<file path="src/rtl/cla_pkg.sv">
// Shared carry-lookahead helpers.
//
// Holds the slice width and the two-level carry function so that this 4-bit
// leaf and any higher lookahead level compute carries identically.
//
// Contents:
//   CLA_WIDTH     - slice width (4)
//   cla_carries   - p, g, cin -> c[4:0], every carry as a flat AND-OR term
//   cla_group_p   - group propagate (all bits propagate)
//   cla_group_g   - group generate (a carry leaves the slice without cin)
package cla_pkg;

  localparam int CLA_WIDTH = 4;

  // Every carry is written out in full from p/g/cin. No carry is built from
  // an earlier one, so all four settle after one AND-OR level.
  function automatic logic [CLA_WIDTH:0] cla_carries(
    input logic [CLA_WIDTH-1:0] p,
    input logic [CLA_WIDTH-1:0] g,
    input logic                 cin
  );
    logic [CLA_WIDTH:0] c;
    c[0] = cin;
    c[1] = g[0] | (p[0] & cin);
    c[2] = g[1] | (p[1] & g[0]) | (p[1] & p[0] & cin);
    c[3] = g[2] | (p[2] & g[1]) | (p[2] & p[1] & g[0])
         | (p[2] & p[1] & p[0] & cin);
    c[4] = g[3] | (p[3] & g[2]) | (p[3] & p[2] & g[1])
         | (p[3] & p[2] & p[1] & g[0]) | (p[3] & p[2] & p[1] & p[0] & cin);
    return c;
  endfunction

  function automatic logic cla_group_p(input logic [CLA_WIDTH-1:0] p);
    return p[3] & p[2] & p[1] & p[0];
  endfunction

  function automatic logic cla_group_g(
    input logic [CLA_WIDTH-1:0] p,
    input logic [CLA_WIDTH-1:0] g
  );
    return g[3] | (p[3] & g[2]) | (p[3] & p[2] & g[1])
         | (p[3] & p[2] & p[1] & g[0]);
  endfunction

endpackage

</file>
<file path="src/rtl/cla_lookahead_unit_4.sv">
// Combinational 4-bit lookahead unit.
//
// Ports:
//   p_i       [3:0] in   per-bit propagate (a ^ b)
//   g_i       [3:0] in   per-bit generate  (a & b)
//   cin_i           in   carry into bit 0
//   c_o       [4:1] out  carries into bits 1..3 plus carry-out (c_o[4])
//   group_p_o       out  slice propagates cin straight through
//   group_g_o       out  slice produces a carry-out by itself
module cla_lookahead_unit_4
  import cla_pkg::*;
(
  input  logic [CLA_WIDTH-1:0] p_i,
  input  logic [CLA_WIDTH-1:0] g_i,
  input  logic                 cin_i,
  output logic [CLA_WIDTH:1]   c_o,
  output logic                 group_p_o,
  output logic                 group_g_o
);

  // c[0] just echoes cin_i back; the caller already has it.
  logic c0_unused_s;

  assign {c_o, c0_unused_s} = cla_carries(p_i, g_i, cin_i);
  assign group_p_o          = cla_group_p(p_i);
  assign group_g_o          = cla_group_g(p_i, g_i);

endmodule

</file>
<file path="src/rtl/carry_lookahead_adder_4_bit.sv">
// 4-bit carry-lookahead adder with a registered 5-bit result.
//
// The result appears one clock after the inputs are sampled. It is the
// unsigned sum A + B + cin, with the carry-out in sum_o[4].
//
// Optional feature: define CLA_GROUP_PG_EN to add the registered group
// propagate/generate outputs that feed a second-level lookahead unit.
//
// Ports:
//   clk_i             in   clock, rising edge
//   rst_ni            in   asynchronous active-low reset
//   number_1_i  [3:0] in   addend A (unsigned)
//   number_2_i  [3:0] in   addend B (unsigned)
//   carry_i_i         in   carry-in
//   sum_o       [4:0] out  registered A+B+cin, sum_o[4] = carry-out
//   group_p_o         out  registered group propagate (CLA_GROUP_PG_EN)
//   group_g_o         out  registered group generate  (CLA_GROUP_PG_EN)
module carry_lookahead_adder_4_bit
  import cla_pkg::*;
(
  input  logic                 clk_i,
  input  logic                 rst_ni,
  input  logic [CLA_WIDTH-1:0] number_1_i,
  input  logic [CLA_WIDTH-1:0] number_2_i,
  input  logic                 carry_i_i,
`ifdef CLA_GROUP_PG_EN
  output logic [CLA_WIDTH:0]   sum_o,
  output logic                 group_p_o,
  output logic                 group_g_o
`else
  output logic [CLA_WIDTH:0]   sum_o
`endif
);

  localparam int WIDTH = CLA_WIDTH;

  logic [WIDTH-1:0] p_s;
  logic [WIDTH-1:0] g_s;
  logic [WIDTH:0]   c_s;
  logic             grp_p_s;
  logic             grp_g_s;
  logic [WIDTH:0]   sum_d;
  logic [WIDTH:0]   sum_q;

  assign p_s    = number_1_i ^ number_2_i;
  assign g_s    = number_1_i & number_2_i;
  assign c_s[0] = carry_i_i;

  cla_lookahead_unit_4 u_lookahead (
    .p_i       (p_s),
    .g_i       (g_s),
    .cin_i     (carry_i_i),
    .c_o       (c_s[WIDTH:1]),
    .group_p_o (grp_p_s),
    .group_g_o (grp_g_s)
  );

  // Sum bits: each bit is its propagate term XOR its incoming carry.
  always_comb begin
    sum_d = {c_s[WIDTH], p_s ^ c_s[WIDTH-1:0]};
  end

  // Result register. It loads on every clock and clears at once on reset.
  always_ff @(posedge clk_i or negedge rst_ni) begin
    if (!rst_ni) begin
      sum_q <= 5'b00000;
    end else begin
      sum_q <= sum_d;
    end
  end

  assign sum_o = sum_q;

`ifdef CLA_GROUP_PG_EN
  logic grp_p_q;
  logic grp_g_q;

  // Group P/G register. It has the same timing and reset as the sum.
  always_ff @(posedge clk_i or negedge rst_ni) begin
    if (!rst_ni) begin
      grp_p_q <= 1'b0;
      grp_g_q <= 1'b0;
    end else begin
      grp_p_q <= grp_p_s;
      grp_g_q <= grp_g_s;
    end
  end

  assign group_p_o = grp_p_q;
  assign group_g_o = grp_g_q;
`else
  // Group terms are only exported when the second-level feature is built.
  logic grp_unused_s;
  assign grp_unused_s = grp_p_s ^ grp_g_s;
`endif

endmodule

</file>
<file path="config.mk">
export PLATFORM = sky130hd
export DESIGN_NAME = carry_lookahead_adder_4_bit
export DESIGN_NICKNAME = d
export VERILOG_FILES = /design/src/rtl/cla_pkg.sv /design/src/rtl/cla_lookahead_unit_4.sv /design/src/rtl/carry_lookahead_adder_4_bit.sv
export SDC_FILE = /design/constraint.sdc
export NUM_CORES = 1
export LEC_CHECK = 0
export BUFFER_PORTS_ARGS = -buffer_cell sky130_fd_sc_hd__buf_2
export CAP_MARGIN = 20
export CELL_PAD_IN_SITES_DETAIL_PLACEMENT = 0
export CELL_PAD_IN_SITES_GLOBAL_PLACEMENT = 1
export CORE_AREA = 10 10 47 49
export CTS_CLUSTER_SIZE = 10
export DETAILED_ROUTE_END_ITERATION = 12
export DIE_AREA = 0 0 57 59
export PLACE_DENSITY = 0.53
export RECOVER_POWER = 50
export SLEW_MARGIN = 10
export SYNTH_ARGS = -nofsm -noshare
export SYNTH_HDL_FRONTEND = slang
export SYNTH_SLANG_ARGS = --single-unit
</file>
<file path="constraint.sdc">
create_clock -name clk_i -period 0.8 [get_ports clk_i]
set_input_delay 0.04 -clock clk_i [delete_from_list [all_inputs] [get_ports clk_i]]
set_output_delay 0.04 -clock clk_i [all_outputs]
set_load 0.01 [all_outputs]
</file>
; After elaboration in Yosys (flattened, before gate mapping)
; Index checks and enable logic that the tools add are counted.
[word_totals]
reg_bits = 5
output_inout_bits = 5
elab_cells = 30
[classes]
bitwise = 29
[op_table]
columns = cell, n
row1 = 1-bit bitwise AND, 16
row2 = 1-bit bitwise OR, 10
row3 = 4-bit XOR, 2
row4 = 4-bit bitwise AND, 1

; Longest topological paths before layout
[logic_depth]
word_depth = 6
mapped_depth = 4

; Hierarchy
; A second synthesis with hierarchy kept.
[unflattened]
cells_unflattened = 27
area_unflattened_um2 = 285.3
[modules_own_cells]
columns = module, n_inst, cells_per_inst, area_per_inst_um2
row1 = carry_lookahead_adder_4_bit, 1, 13, 210.2
row2 = cla_lookahead_unit_4, 1, 14, 75.1

; Worst setup path after synthesis
; No wires, ideal clock.
[synth_path]
path_kind = input-to-reg
startpoint = in number_1_i[2]
endpoint = reg sum_q[4] (netlist: sum_o[4])
setup_ps = 118
t_arrival_ps = 889
t_required_ps = 682
path_slack_ps = -207
stages = 4
n_path_buf = 0
path_cell_list = ha_1 -> a21o_1 -> a31o_1 -> a21o_1
[synth_via]
elab_chain_cells = 6
[synth_rtl]
columns = element, line_no
row1 = start: declaration, carry_lookahead_adder_4_bit.sv:23  ; input logic [CLA_WIDTH-1:0] number_1_i,
row2 = 4-bit bitwise AND or 4-bit XOR (tied branches), "carry_lookahead_adder_4_bit.sv:46, carry_lookahead_adder_4_bit.sv:45"
row3 = "1-bit bitwise AND, on equally long branches", "cla_pkg.sv:28, cla_pkg.sv:29"
row4 = 1-bit bitwise OR (tied with other cells), cla_pkg.sv:28  ; c[4] = g[3] | (p[3] & g[2]) | (p[3] & p[2] & g[1])
row5 = 1-bit bitwise OR or 1-bit bitwise AND (tied branches), "cla_pkg.sv:28, cla_pkg.sv:29"
row6 = 1-bit bitwise OR or 1-bit bitwise AND (tied branches), cla_pkg.sv:29  ; | (p[3] & p[2] & p[1] & g[0]) | (p[3] & p[2] & p[1] & p[0] & cin);
row7 = 1-bit bitwise OR *, cla_pkg.sv:29
row8 = net c_s[4], carry_lookahead_adder_4_bit.sv:39  ; logic [WIDTH:0] c_s;
row9 = end signal: assignment, carry_lookahead_adder_4_bit.sv:68  ; sum_q <= sum_d;
row10 = end: declaration, carry_lookahead_adder_4_bit.sv:43  ; logic [WIDTH:0] sum_q;
; The timed path passes the listed nets; every way through them passes the cells marked *.

; Final worst setup path
[layout_path]
startpoint = in number_1_i[0]
endpoint = reg sum_q[4] (netlist: sum_o[4])
[layout_via]
elab_chain_cells = 4
[layout_rtl]
columns = element, line_no
row1 = 4-bit bitwise AND or 4-bit XOR (tied branches), "carry_lookahead_adder_4_bit.sv:46, carry_lookahead_adder_4_bit.sv:45"
row2 = 1-bit bitwise AND, cla_pkg.sv:29
row3 = 1-bit bitwise OR or 1-bit bitwise AND (tied branches), cla_pkg.sv:29
row4 = 1-bit bitwise OR *, cla_pkg.sv:29
row5 = net c_s[4], carry_lookahead_adder_4_bit.sv:39
; Marks and branches as above.

==> run_results.csv <==
group,metric,value,unit
drt,detail_route.drc_violations,0,
critical_path,worst_setup_start_kind,"input port",
global_route,grt_usage,4.13,%
final_layout,final_common_cell,"sky130_fd_sc_hd__buf_2",
timing,tightest_slew,0.261,ns
placed_design,gpl.final_weighted_congestion,0.692,
clocking,cts.clk_slew.worst_paths,0.04,ns
hold_path,worstHoldStart,"number_2_i[3]",
drt,vias_per_cell,3.90,
synthesis,synth-warning-count,0,
synthesis,post_synth_and_or_nand_nor_area_fraction,0,%
timing,fmax,1270,MHz
synthesis,synth_top_family_by_area,"adder cells",
pwr,power.static_leakage,0.251,nW
synthesis,synthMuxAreaShare,0,%
timing,worst_slew_margin_rel,82.6,%
global_route,first_global_vias,285,
outcome,status,"completed",
final_layout,areaGrowthSynthToFinish,72.0,%
timing,fin_crit_sh,98.2,%
die,fp.coreArea,1400,sq um
synthesis,synth.cell_area,273,sq um
timing,setup_viol,0,
die,die_x,57,um
critical_path,cp_arrival,0.91,ns
drt,wl_per_cell,9.97,um
placed_design,number_of_i_o_port_buffers,15,
synthesis,ys_seq_area_share,45.9,%
synthesis,yosysUniqueCellTypes,9,
drt,dr.pass1.iters,1,
placed_design,dp_hpwl,532,um
clocking,cts.sinks,5,
synthesis,number_of_storage_elements_in_the_synthesis_netlist,5,
clocking,h-tree-depth,1,
die,dieHeight,59,um
final_layout,nNetsFinal,62,
critical_path,cp_data_required_time,0.92,ns
final_layout,stdcell_count,61,
synthesis,mappedNetlistNets,38,
timing,report.final.hold_viol_count,0,
run,cap_violations,0,
die,num_io_pins,16,
critical_path,crit_path_max_fanout,2,
global_route,maximum_number_of_pins_on_one_net_before_global_route_repair,6,
final_layout,fillerInstances,157,
clocking,cts_root_buf,"sky130_fd_sc_hd__clkbuf_4",
clocking,clock_path_buffers,2,
hold_path,min_delay_path_depth,3,
placed_design,post-place-cells,55,
pwr,irDropWorstVdd,0.000388,V
die,floorplan.die_area,3360,sq um
drt,wirelength,608,um
synthesis,post_synth.cell_area_avg,12.4,sq um
timing,setup_total_negative_slack,0,ns
global_route,global_route.overflow_total,0,
global_route,global_route_wire_length_before_repair,1040,um
timing,clock_period_minus_final_worst_setup_slack,0.786,ns
die,initial_utilization,19.5,%
final_layout,final_cell_mix,"sky130_fd_sc_hd__buf_2, sky130_fd_sc_hd__dfrtp_1, sky130_fd_sc_hd__inv_1",
timing,timing.final.max_slew_violations,0,
timing,rsz0062_at_grt,"yes",
synthesis,post_synth_fa_ha_maj_area_fraction,25.7,%
timing,timing.hold.ws,0.127,ns
hold_path,timing.hold.worst.class,"input port to flop",
drt,via_count,238,
drt,drt_iter0_markers,0,
clocking,tritoncts_clock_tree,"yes",
critical_path,critPathKind,"input port to flop",
final_layout,final_layout_size_suffix_gt1_share,48.9,%
clocking,numCtsBuffers,3,
final_layout,number_of_flip_flops_under_the_largest_register_name,5,
die,floorplan.rows,14,
synthesis,synth-compound-area-share,13.3,%
critical_path,worst_setup_path_start,"number_1_i[0]",
synthesis,synthesized_area_fraction_occupied_by_xor_and_xnor_cells,9.63,%
critical_path,worstSetupEndpointType,"flop",
final_layout,diodes,0,
global_route,antenna_found_initial,0,
pwr,power-per-cell-area,1760,nW/um^2
synthesis,post_synth_inst_count,22,
drt,ant_nets,0,
## cell type report
class	instances	area [sq um]	share of cell area, %
inverters	4	15.0	3.20
flip-flops and latches	5	125	26.7
clock buffers	4	26.3	5.60
well taps	16	20.0	4.27
multi-input cells	13	158	33.6
repair buffers	19	125	26.7
## metrics by stage
stage          util (%)  setup WS [ns]  instance area, sq um  power (mW)
6_report           33.5         0.0142                   469       0.826
5_1_grt            33.5      -0.000798                   469       0.897
4_1_cts            33.1       -0.00346                   464       0.852
3_5_place_dp       29.1         -0.270                   408       0.539
3_3_place_gp       29.1         -0.265                   408       0.535
2_1_floorplan         -         -0.102                   298       0.427
## path summary, 6_finish.rpt
check                                     end  slack, ns
min in group asynchronous  sum_o[2]$_DFF_PN0_       0.18
max                        sum_o[4]$_DFF_PN0_       0.01
max in group asynchronous  sum_o[0]$_DFF_PN0_       0.41
min                        sum_o[4]$_DFF_PN0_       0.13
## cells by family (layout without fill, tap and decap cells)
logic type / Yosys count / after routing
adder cells (fa/ha/maj): 5 / 5
XOR/XNOR: 3 / 3
AO/OA/AOI/OAI: 5 / 5
flip-flops: 5 / 5
buffers and inverters: 4 / 27
## metal layers
layer	track usage, %	up-vias	part of all wire, %
li1	-	118	-
met1	3.61	104	34
met2	5.43	14	48
met3	2.58	2	15
met4	6.04	0	3.8
met5	0	-	0
## timing repair
item	in CTS	in global routing
setup buffers	1	0
pin swaps	5	3
hold buffers	1	0
endpoints found under the hold margin	5	0
setup endpoints to repair	2	2
resized for setup	2	1
## power by group
part | switching [mW] | total, mW | internal [mW]
clock network | 0.0903 | 0.278 | 0.188
logic | 0.110 | 0.241 | 0.132
registers | 0.00878 | 0.306 | 0.298
## Yosys cell counts, drive strengths merged
library cell,count,area share (%)
inv,4,5.5
a21oi,1,1.8
xor2,1,3.2
xnor2,2,6.4
dfrtp,5,46
a31o,1,3.2
a21o,3,8.3
ha,4,18
fa,1,7.3
## critical path, cell delays in order
cell and delay, ns:
sky130_fd_sc_hd__buf_6 0.10, sky130_fd_sc_hd__ha_4 0.22, sky130_fd_sc_hd__a21o_1 0.16, sky130_fd_sc_hd__a31o_1 0.23
sky130_fd_sc_hd__a21o_1 0.16
Note: power is estimated with default switching activity, not from simulation.
